File: src/rtl/t05_huff_pkg.sv
// Shared types and constants for the Huffman min-pair selection stage.
// Node ids: characters {0,c}, sum nodes {1,0,i}, NULL never collides with either.
package t05_huff_pkg;

   localparam int HIST_W = 32;
   localparam int SUM_W  = 46;

   localparam logic [8:0] NULL_NODE = 9'b110000000;

   typedef enum logic [2:0] {
      IDLE,
      SCAN_CHAR,
      SCAN_NODE,
      FLUSH,
      EMIT
   } fl_state_t;

   function automatic logic [8:0] make_id(input logic is_sum, input logic [7:0] idx);
      return is_sum ? {2'b10, idx[6:0]} : {1'b0, idx};
   endfunction

endpackage

File: src/rtl/t05_min_pair_finder_if.sv
// Memory-read, control and result bundle between the pair finder and its neighbours.
interface t05_min_pair_finder_if;
   import t05_huff_pkg::*;

   logic              fl_start;
   logic              fl_clear;
   logic              fl_ack;
   logic [6:0]        node_count;
   logic [7:0]        hist_addr;
   logic [HIST_W-1:0] hist_rdata;
   logic [6:0]        node_addr;
   logic [SUM_W-1:0]  node_rdata;
   logic [8:0]        least1;
   logic [8:0]        least2;
   logic [SUM_W-1:0]  sum;
   logic              fl_valid;
   logic              fl_last;
   logic              fl_busy;

   modport master (
      input  fl_start, fl_clear, fl_ack, node_count, hist_rdata, node_rdata,
      output hist_addr, node_addr, least1, least2, sum, fl_valid, fl_last, fl_busy
   );

   modport slave (
      output fl_start, fl_clear, fl_ack, node_count, hist_rdata, node_rdata,
      input  hist_addr, node_addr, least1, least2, sum, fl_valid, fl_last, fl_busy
   );

endinterface

File: src/rtl/t05_min2_tracker.sv
// Registered tracker of the two smallest weights seen since the last clear.
// Strict compares keep the earlier entry on ties.
module t05_min2_tracker
   import t05_huff_pkg::*;
#(
   parameter int W = SUM_W
) (
   input  logic         clk,
   input  logic         rst_n,
   input  logic         clear,
   input  logic         cand_valid,
   input  logic [W-1:0] weight,
   input  logic [8:0]   id,
   output logic [W-1:0] min1_w,
   output logic [W-1:0] min2_w,
   output logic [8:0]   min1_id,
   output logic [8:0]   min2_id
);

   // NOTE: non-blocking assignments let min2 take the old min1 in the same edge.
   always_ff @(posedge clk) begin
      if (!rst_n || clear) begin
         min1_w  <= '1;
         min2_w  <= '1;
         min1_id <= NULL_NODE;
         min2_id <= NULL_NODE;
      end else if (cand_valid) begin
         if (weight < min1_w) begin
            min2_w  <= min1_w;
            min2_id <= min1_id;
            min1_w  <= weight;
            min1_id <= id;
         end else if (weight < min2_w) begin
            min2_w  <= weight;
            min2_id <= id;
         end
      end
   end

endmodule

File: src/rtl/t05_min_pair_finder.sv
// Scans histogram then sum nodes, tracks the two lightest unused entries and
// presents them with their saturated sum until the tree builder acknowledges.
module t05_min_pair_finder
   import t05_huff_pkg::*;
(
   input  logic                  clk,
   input  logic                  rst_n,
   t05_min_pair_finder_if.master bus
);

   fl_state_t        state, state_nxt;
   logic [255:0]     char_used;
   logic [127:0]     node_used;
   logic [6:0]       n_reg;
   logic [7:0]       hist_addr;
   logic [6:0]       node_addr;
   logic             eval_char, eval_node;
   logic [7:0]       eval_idx;
   logic             start_pass;
   logic             cand_valid;
   logic [SUM_W-1:0] cand_w;
   logic [8:0]       cand_id;
   logic [SUM_W-1:0] min1_w, min2_w;
   logic [8:0]       min1_id, min2_id;
   logic [SUM_W:0]   raw_sum;

   assign start_pass = (state == IDLE) && bus.fl_start;

   always_comb begin
      // NOTE: every output gets a default first so no path infers a latch.
      state_nxt = state;
      unique case (state)
         IDLE:      if (bus.fl_start) state_nxt = SCAN_CHAR;
         SCAN_CHAR: if (hist_addr == 8'd255) state_nxt = (n_reg == 7'd0) ? FLUSH : SCAN_NODE;
         SCAN_NODE: if (node_addr == n_reg - 7'd1) state_nxt = FLUSH;
         FLUSH:     state_nxt = EMIT;
         EMIT:      if (bus.fl_ack) state_nxt = IDLE;
         default:   state_nxt = IDLE;
      endcase
   end

   always_ff @(posedge clk) begin
      if (!rst_n) begin
         // NOTE: the used-bitmaps are reset because every pass reads them.
         state     <= IDLE;
         char_used <= '0;
         node_used <= '0;
         n_reg     <= '0;
         hist_addr <= '0;
         node_addr <= '0;
         eval_char <= 1'b0;
         eval_node <= 1'b0;
         eval_idx  <= '0;
      end else begin
         state     <= state_nxt;
         eval_char <= (state == SCAN_CHAR);
         eval_node <= (state == SCAN_NODE);
         eval_idx  <= (state == SCAN_NODE) ? {1'b0, node_addr} : hist_addr;
         unique case (state)
            IDLE: begin
               if (bus.fl_clear) begin
                  char_used <= '0;
                  node_used <= '0;
               end
               if (bus.fl_start) begin
                  hist_addr <= '0;
                  node_addr <= '0;
                  n_reg     <= bus.node_count;
               end
            end
            SCAN_CHAR: hist_addr <= hist_addr + 8'd1;
            SCAN_NODE: if (node_addr != n_reg - 7'd1) node_addr <= node_addr + 7'd1;
            EMIT: if (bus.fl_ack) begin
               if (min1_id != NULL_NODE) begin
                  if (min1_id[8]) node_used[min1_id[6:0]] <= 1'b1;
                  else            char_used[min1_id[7:0]] <= 1'b1;
               end
               if (min2_id != NULL_NODE) begin
                  if (min2_id[8]) node_used[min2_id[6:0]] <= 1'b1;
                  else            char_used[min2_id[7:0]] <= 1'b1;
               end
            end
            default: ;
         endcase
      end
   end

   // Read data lands one cycle after its address, so evaluation lags the scan.
   always_comb begin
      cand_valid = 1'b0;
      cand_w     = '0;
      cand_id    = NULL_NODE;
      if (eval_char) begin
         cand_w     = {{(SUM_W-HIST_W){1'b0}}, bus.hist_rdata};
         cand_id    = make_id(1'b0, eval_idx);
         cand_valid = (bus.hist_rdata != '0) && !char_used[eval_idx];
      end else if (eval_node) begin
         cand_w     = bus.node_rdata;
         cand_id    = make_id(1'b1, eval_idx);
         cand_valid = !node_used[eval_idx[6:0]];
      end
   end

   t05_min2_tracker #(.W(SUM_W)) u_tracker (
      .clk        (clk),
      .rst_n      (rst_n),
      .clear      (start_pass),
      .cand_valid (cand_valid),
      .weight     (cand_w),
      .id         (cand_id),
      .min1_w     (min1_w),
      .min2_w     (min2_w),
      .min1_id    (min1_id),
      .min2_id    (min2_id)
   );

   assign raw_sum = {1'b0, min1_w} + {1'b0, min2_w};

   always_comb begin
      bus.least1   = NULL_NODE;
      bus.least2   = NULL_NODE;
      bus.sum      = '0;
      bus.fl_valid = 1'b0;
      bus.fl_last  = 1'b0;
      if (state == EMIT) begin
         bus.fl_valid = 1'b1;
         bus.least1   = min1_id;
         bus.least2   = min2_id;
         if (min1_id == NULL_NODE) begin
            bus.fl_last = 1'b1;
         end else if (min2_id == NULL_NODE) begin
            bus.fl_last = 1'b1;
            bus.sum     = min1_w;
         end else begin
            bus.sum = raw_sum[SUM_W] ? '1 : raw_sum[SUM_W-1:0];
         end
      end
   end

   assign bus.fl_busy   = (state == SCAN_CHAR) || (state == SCAN_NODE) || (state == FLUSH);
   assign bus.hist_addr = hist_addr;
   assign bus.node_addr = node_addr;

endmodule

File: src/flat_wrapper.sv
// flat-port wrapper written by rule: the top's interface ports become plain ports
module t05_min_pair_finder_flat import t05_huff_pkg::*;
  (clk, rst_n, bus_fl_start, bus_fl_clear, bus_fl_ack, bus_node_count, bus_hist_rdata, bus_node_rdata, bus_hist_addr, bus_node_addr, bus_least1, bus_least2, bus_sum, bus_fl_valid, bus_fl_last, bus_fl_busy);
  t05_min_pair_finder_if bus_i ();
  input  logic clk;
  input  logic rst_n;
  input wire logic [$bits(bus_i.fl_start)-1:0] bus_fl_start;
  input wire logic [$bits(bus_i.fl_clear)-1:0] bus_fl_clear;
  input wire logic [$bits(bus_i.fl_ack)-1:0] bus_fl_ack;
  input wire logic [$bits(bus_i.node_count)-1:0] bus_node_count;
  input wire logic [$bits(bus_i.hist_rdata)-1:0] bus_hist_rdata;
  input wire logic [$bits(bus_i.node_rdata)-1:0] bus_node_rdata;
  output wire logic [$bits(bus_i.hist_addr)-1:0] bus_hist_addr;
  output wire logic [$bits(bus_i.node_addr)-1:0] bus_node_addr;
  output wire logic [$bits(bus_i.least1)-1:0] bus_least1;
  output wire logic [$bits(bus_i.least2)-1:0] bus_least2;
  output wire logic [$bits(bus_i.sum)-1:0] bus_sum;
  output wire logic [$bits(bus_i.fl_valid)-1:0] bus_fl_valid;
  output wire logic [$bits(bus_i.fl_last)-1:0] bus_fl_last;
  output wire logic [$bits(bus_i.fl_busy)-1:0] bus_fl_busy;
  assign bus_i.fl_start = bus_fl_start;
  assign bus_i.fl_clear = bus_fl_clear;
  assign bus_i.fl_ack = bus_fl_ack;
  assign bus_i.node_count = bus_node_count;
  assign bus_i.hist_rdata = bus_hist_rdata;
  assign bus_i.node_rdata = bus_node_rdata;
  assign bus_hist_addr = bus_i.hist_addr;
  assign bus_node_addr = bus_i.node_addr;
  assign bus_least1 = bus_i.least1;
  assign bus_least2 = bus_i.least2;
  assign bus_sum = bus_i.sum;
  assign bus_fl_valid = bus_i.fl_valid;
  assign bus_fl_last = bus_i.fl_last;
  assign bus_fl_busy = bus_i.fl_busy;
  t05_min_pair_finder u_core (.clk(clk), .rst_n(rst_n), .bus(bus_i));
endmodule
File: config.mk
export PLATFORM = sky130hd
export DESIGN_NAME = t05_min_pair_finder_flat
export DESIGN_NICKNAME = d
export VERILOG_FILES = /design/src/rtl/t05_huff_pkg.sv /design/src/rtl/t05_min_pair_finder_if.sv /design/src/rtl/t05_min2_tracker.sv /design/src/rtl/t05_min_pair_finder.sv /design/src/flat_wrapper.sv
export SDC_FILE = /design/constraint.sdc
export NUM_CORES = 2
export LEC_CHECK = 0
export ABC_AREA = 1
export CAP_MARGIN = 5
export CORE_UTILIZATION = 50
export DETAILED_ROUTE_END_ITERATION = 12
export PLACE_DENSITY = 0.77
export SYNTH_ARGS = -nofsm -noshare
export SYNTH_HDL_FRONTEND = slang
export SYNTH_SLANG_ARGS = --single-unit
File: constraint.sdc
create_clock -name clk -period 6.74 [get_ports clk]
set_clock_uncertainty 0.15 [all_clocks]
set_input_delay 1.348 -clock clk [delete_from_list [all_inputs] [get_ports clk]]
set_output_delay 1.348 -clock clk [all_outputs]
set_load 0.02 [all_outputs]
Word-level counts from Yosys, hierarchy flattened

Cells that the tools add are included.

Bits in registers: 529
Input port bits: 90
Output and inout bits: 82
Word-level logic and storage cells: 143

Add/sub/neg operators: 4
Magnitude comparators: 12
Equality and inequality tests: 17
Muxes and demuxes: 64
Bitwise gates (word level): 5
Reductions and logical operators: 27

Operators with widths:

| operator           | count |
|---|---|
| $mux 256           | 9 |
| $mux 128           | 9 |
| $or 256x256->256   | 2 |
| $pmux 256 s2       | 1 |
| $mux 46            | 8 |
| $or 128x128->128   | 2 |
| $pmux 128 s2       | 1 |
| $lt 46x46->1       | 2 |
| $add 46x46->47     | 1 |
| $mux 9             | 5 |
| $reduce_bool 32->1 | 1 |
| $lt 8x9->1 const B | 3 |
| $lt 7x8->1 const B | 3 |
| $mux 7             | 3 |
| $eq 9x9->1 const B | 2 |
| $ne 9x9->1 const B | 2 |
| $demux 1 s8        | 2 |
| $ge 8x1->1 const B | 2 |
| $mux 8             | 2 |
| $pmux 8 s2         | 1 |
| $pmux 3 s5         | 1 |
| $demux 1 s7        | 2 |
| $ge 7x1->1 const B | 2 |
| $pmux 7 s2         | 1 |
| other kinds (26)   | 62 |

Depth between registers and ports, before layout

Depth after elaboration: 15
Depth in mapped cells: 23
Gate-level depth less buffers: 20

Hierarchy

Synthesis repeated with hierarchy kept, for this count alone.

Cell total of the unflattened synthesis: 5,077
Area, all modules: 32,526.2 um2

By module, submodules not included:

| module              | times used | cells an instance | area an instance (um2) | sequential area each (um2) |
|---|---|---|---|---|
| t05_min_pair_finder | 1          | 3,946             | 25,072.8               | 8,388.0 |
| t05_min2_tracker    | 1          | 1,131             | 7,453.4                | 2,202.1 |

Worst setup path before layout

OpenSTA, ideal clock, no wires.

Path type: reg-to-output
From: register u_core.u_tracker.min2_w[0]
To: output port bus_sum[42]
Data arrival time: 2.521 ns
Setup slack: 2.721 ns
Cell stages (with the launch flop): 16
Path through: dfxtp_1 > ha_1 > fa_1 > nand3_1 > nand2_1 > a21boi_0 > o21ai_2 > nand2_1 > nand3_1 > nand3_1 > nand2_1 > nand2_1 > nand3_2 > inv_1 > buf_2 > a31oi_1

Longest elaborated chain between the ends: 5

Ends and longest elaborated chain:

| element                | line                       | text |
|---|---|---|
| from (decl)            | t05_min2_tracker.sv:15     | `output logic [W-1:0] min2_w,` |
| from (signal assigned) | t05_min2_tracker.sv:29     | `min2_w <= min1_w;` |
| from (signal assigned) | t05_min2_tracker.sv:34     | `min2_w <= weight;` |
| $add 46x46->47         | t05_min_pair_finder.sv:117 | `assign raw_sum = {1'b0, min1_w} + {1'b0, min2_w};` |
| $mux 46                | t05_min_pair_finder.sv:135 | `bus.sum = raw_sum[SUM_W] ? '1 : raw_sum[SUM_W-1:0];` |
| $mux 46                | t05_min_pair_finder.sv:131 | `end else if (min2_id == NULL_NODE) begin` |
| $mux 46                | t05_min_pair_finder.sv:129 | `if (min1_id == NULL_NODE) begin` |
| $mux 46                | t05_min_pair_finder.sv:125 | `if (state == EMIT) begin` |
| to (decl)              | flat_wrapper.sv:17         | `output wire logic [$bits(bus_i.sum)-1:0] bus_sum;` |

No other way between the ends.

Final worst setup path

From: register u_core.u_tracker.min1_id[4]
To: output port bus_sum[2]

Longest elaborated chain between the ends: 3

Ends and longest elaborated chain:

| element                | line                       | text |
|---|---|---|
| from (decl)            | t05_min2_tracker.sv:16     | `output logic [8:0] min1_id,` |
| from (signal assigned) | t05_min2_tracker.sv:32     | `min1_id <= id;` |
| $eq 9x9->1             | t05_min_pair_finder.sv:129 |  |
| $mux 46                | t05_min_pair_finder.sv:129 |  |
| $mux 46                | t05_min_pair_finder.sv:125 |  |

No other way between the ends.

==> results.md <==
- Die W: roughly 250 µm
- CORE AREA: 62,970 µm²
- Worst-margin pin slew: around 1.3 ns
- Total global routing overflow: 0
- H-tree depth: 2
- Post-synthesis async set-or-reset flop share: 0
- Final WL: between 100,000 and 150,000 µm
- Sequence of cells on the critical path: nor2_1 > nand3_1 > nor2_1 > nand2_1 > nand2_1 > inv_1 > buf_4 > o21ai_0 > a21oi_1 > clkdlybuf4s50_1
- CTS resizes: 0
- Post-synth top flop: dfxtp_1
- Internal: 6.637 mW
- First-pass GRT wire length: roughly 180,000 µm
- Synth cell count leaders: nand2_1, nor2_1, a21oi_1
- Synth area leaders: dfxtp_1, nand2_1, a21oi_1
- P per Cell Area: 329.2 nW/µm²
- Largest registers: u_core.char_used: 256 flops, u_core.node_used: 128 flops
- Clock network power share: 0.298
- Slew Viols, Final: 0
- Slew margin rel.: 0.1251
- I/O pin cnt: 172
- Synthesized flop and latch total: 529
- Post-synth EDFFs: 0
- PortBufs: roughly 170
- Routed Antenna Nets: 0
- Fin crit share: 0.9119
- Crit path DAT: about 4.7 ns
- RSZ-0062 raised after global routing: no
- Part of the power in registers: 0.313
- Vias per inst: approximately 6.2
- # nets final: 5,044
- HP Class: reg2reg
- Vias in the first global route: about 32,000
- Antenna cells: 0
- Post-Syn Area: between 30,000 and 40,000 µm²
- Pre-antenna DRT Iters: 7
- Clock transition at path regs: roughly 0.06 ns
- Delay-heaviest family, CP: buffers and inverters
- Max Buffers Root-to-Sink: 3
- Unique cell type count in the Yosys netlist: between 40 and 50
- Sw frac: 0.4329
- TritonCTS Buffers: 57
- Max cap viols: 0
- Postcts setup bufs: 0
- Final count of negative-setup-slack endpoints: 0
- Vias: approximately 35,000
- P_sw: ~5.1 mW
- Initial antenna violation count: 0
- Critical path class: reg2out
- Part of the power in combinational logic: 0.389
- DRC Markers: 0
- Largest fanout on the critical path: 24
- Syn. warnings: 0
- Clock Latency Late Sink: 0.68 ns
- Status: complete, no violations
- Worst ir drop on vdd: roughly 0.23 mV
- Cell row count: 92
- Worst setup SP type: register
- Largest net degree at the start of global routing: around 200
- Die area: approximately 65,000 µm²
- Max reg flops: about 260
- Setup crit start: u_core.u_tracker.min1_id[4]
- Worst endpoint required time: between 5 and 6 ns
- Worst slack at placement: about 1.1 ns
- Fmax: ~0.16 GHz
- CTS Sinks: around 530
- CP max stage cell: clkdlybuf4s50_1
- CTS Hold Buffers Added: 0
- Initial Util: 0.5054
- Min Tclk post-route: approximately 6.1 ns
- Synth Instances: 4,867
- Die H: ~250 µm
- CP peak stage delay: about 0.7 ns
- Buffers & Inverters on Critical Path: 3
- Hold Crit Start: u_core.char_used[176]
- Final worst slack: 0.5936 ns
- Share of layout cells above drive strength 1: 0.03106
- Synth area leader: dfxtp_1
- Root buffer cell: clkbuf_16
- GP Congestion: just over 1
- Area Overhead vs Synth: 11.72%
- Setup crit end kind: output pin
- Sequential cell area fraction in the yosys report: 0.3328
- Post-DP HPWL: between 70,000 and 80,000 µm
- Endpoints failing hold: 0
- TNS Setup: 0 ns
- Syn_nets: 5,097
- Mean Syn Cell Area: between 6 and 7 µm²
- Top cell type's share of synthesized area: 0.3328
- P_leak: 13.68 nW
- Overall Global Routing Usage: 0.3383
- CTS tree: built
- Most common cell in the netlist: nand2_1
- Iter 0 DRT Violations: about 5,700
- Drt wl/cell: between 15 and 20 µm
- Most flop-heavy register: u_core.char_used
- RR Startpoint: u_core.eval_idx[1]
## metal layers
metal  GRT usage  vias up  part of all wire
met3     0.06808      449              0.12
met4      0.1759        2             0.053
met2      0.5204     2224              0.43
li1            -    16570                 -
met1      0.4467    16220              0.39
met5    0.004511        -           0.00017
## metrics by stage
stage	instances	hold slack (ns)	utilization	power (mW)	area [µm²]
global route	5707	0.3211	0.5647	12.22	35560
detailed placement	5601	0.2952	0.5318	8.098	33480
global placement	5601	0.2875	0.5318	8.065	33480
CTS	5707	0.3042	0.5647	11.55	35560
floorplan	4867	0.2807	-	6.910	31830
finish	5707	0.3028	0.5647	11.70	35560
## logic make-up after synthesis
family	synth area share
buffers and inverters	0.08582
adder cells (fa/ha/maj)	0.05528
AO/OA/AOI/OAI	0.2240
XOR/XNOR	0.01337
flip-flops	0.3328
AND/OR/NAND/NOR	0.2888
## cell usage in the layout, fill, tap and decap left out, types with 6 or more instances in the layout
master,synthesis,routed
a211oi_1,11,11
a21o_1,6,6
a21oi_1,599,598
a31oi_1,18,18
buf_4,13,23
bufinv_16,0,11
clkbuf_1,177,13
clkbuf_16,0,57
clkbuf_8,0,9
clkdlybuf4s50_1,0,171
clkinv_2,0,15
dfxtp_1,529,526
ha_1,139,139
inv_1,334,333
inv_2,7,6
nand2_1,894,894
nand3_1,570,570
nand4_1,27,27
nor2_1,666,665
nor3_1,23,23
nor4_1,10,10
o21a_1,10,10
o21ai_0,209,209
o21ai_1,18,17
o22ai_1,373,373
o31ai_1,15,15
xnor2_1,21,21
xor2_1,25,25
## final timing paths
kind,cells past startpoint,slack (ns),end
setup reg to reg,15,1.24,u_core.u_tracker.min2_w[6]
hold reg to reg,2,0.30,u_core.char_used[176]
hold / removal,2,0.30,u_core.char_used[176]
setup / recovery,10,0.59,bus_sum[2]
## area by class of cell
class | instances | area (µm²)
clock inverters | 27 | 471.7
flip-flops and latches | 529 | 10600
multi-input cells | 3683 | 18540
repair buffers | 199 | 1984
well taps | 846 | 1059
fillers | 6119 | 27410
inverters | 344 | 1304
clock buffers | 79 | 1599
## power groups by stage
stage | Sequential [mW] | Combinational [mW] | Clock (mW)
CTS | 3.64 | 4.41 | 3.50
finish | 3.66 | 4.55 | 3.49
floorplan | 3.55 | 3.36 | 0
detailed placement | 3.71 | 4.39 | 0
global placement | 3.70 | 4.36 | 0
global route | 3.68 | 4.94 | 3.60
## worst min-delay path, cell delays in order (launching register included)
cell     delay, ns
dfxtp_1       0.30
inv_1         0.05
a21oi_1       0.06
(Power assumes the default switching activity.)
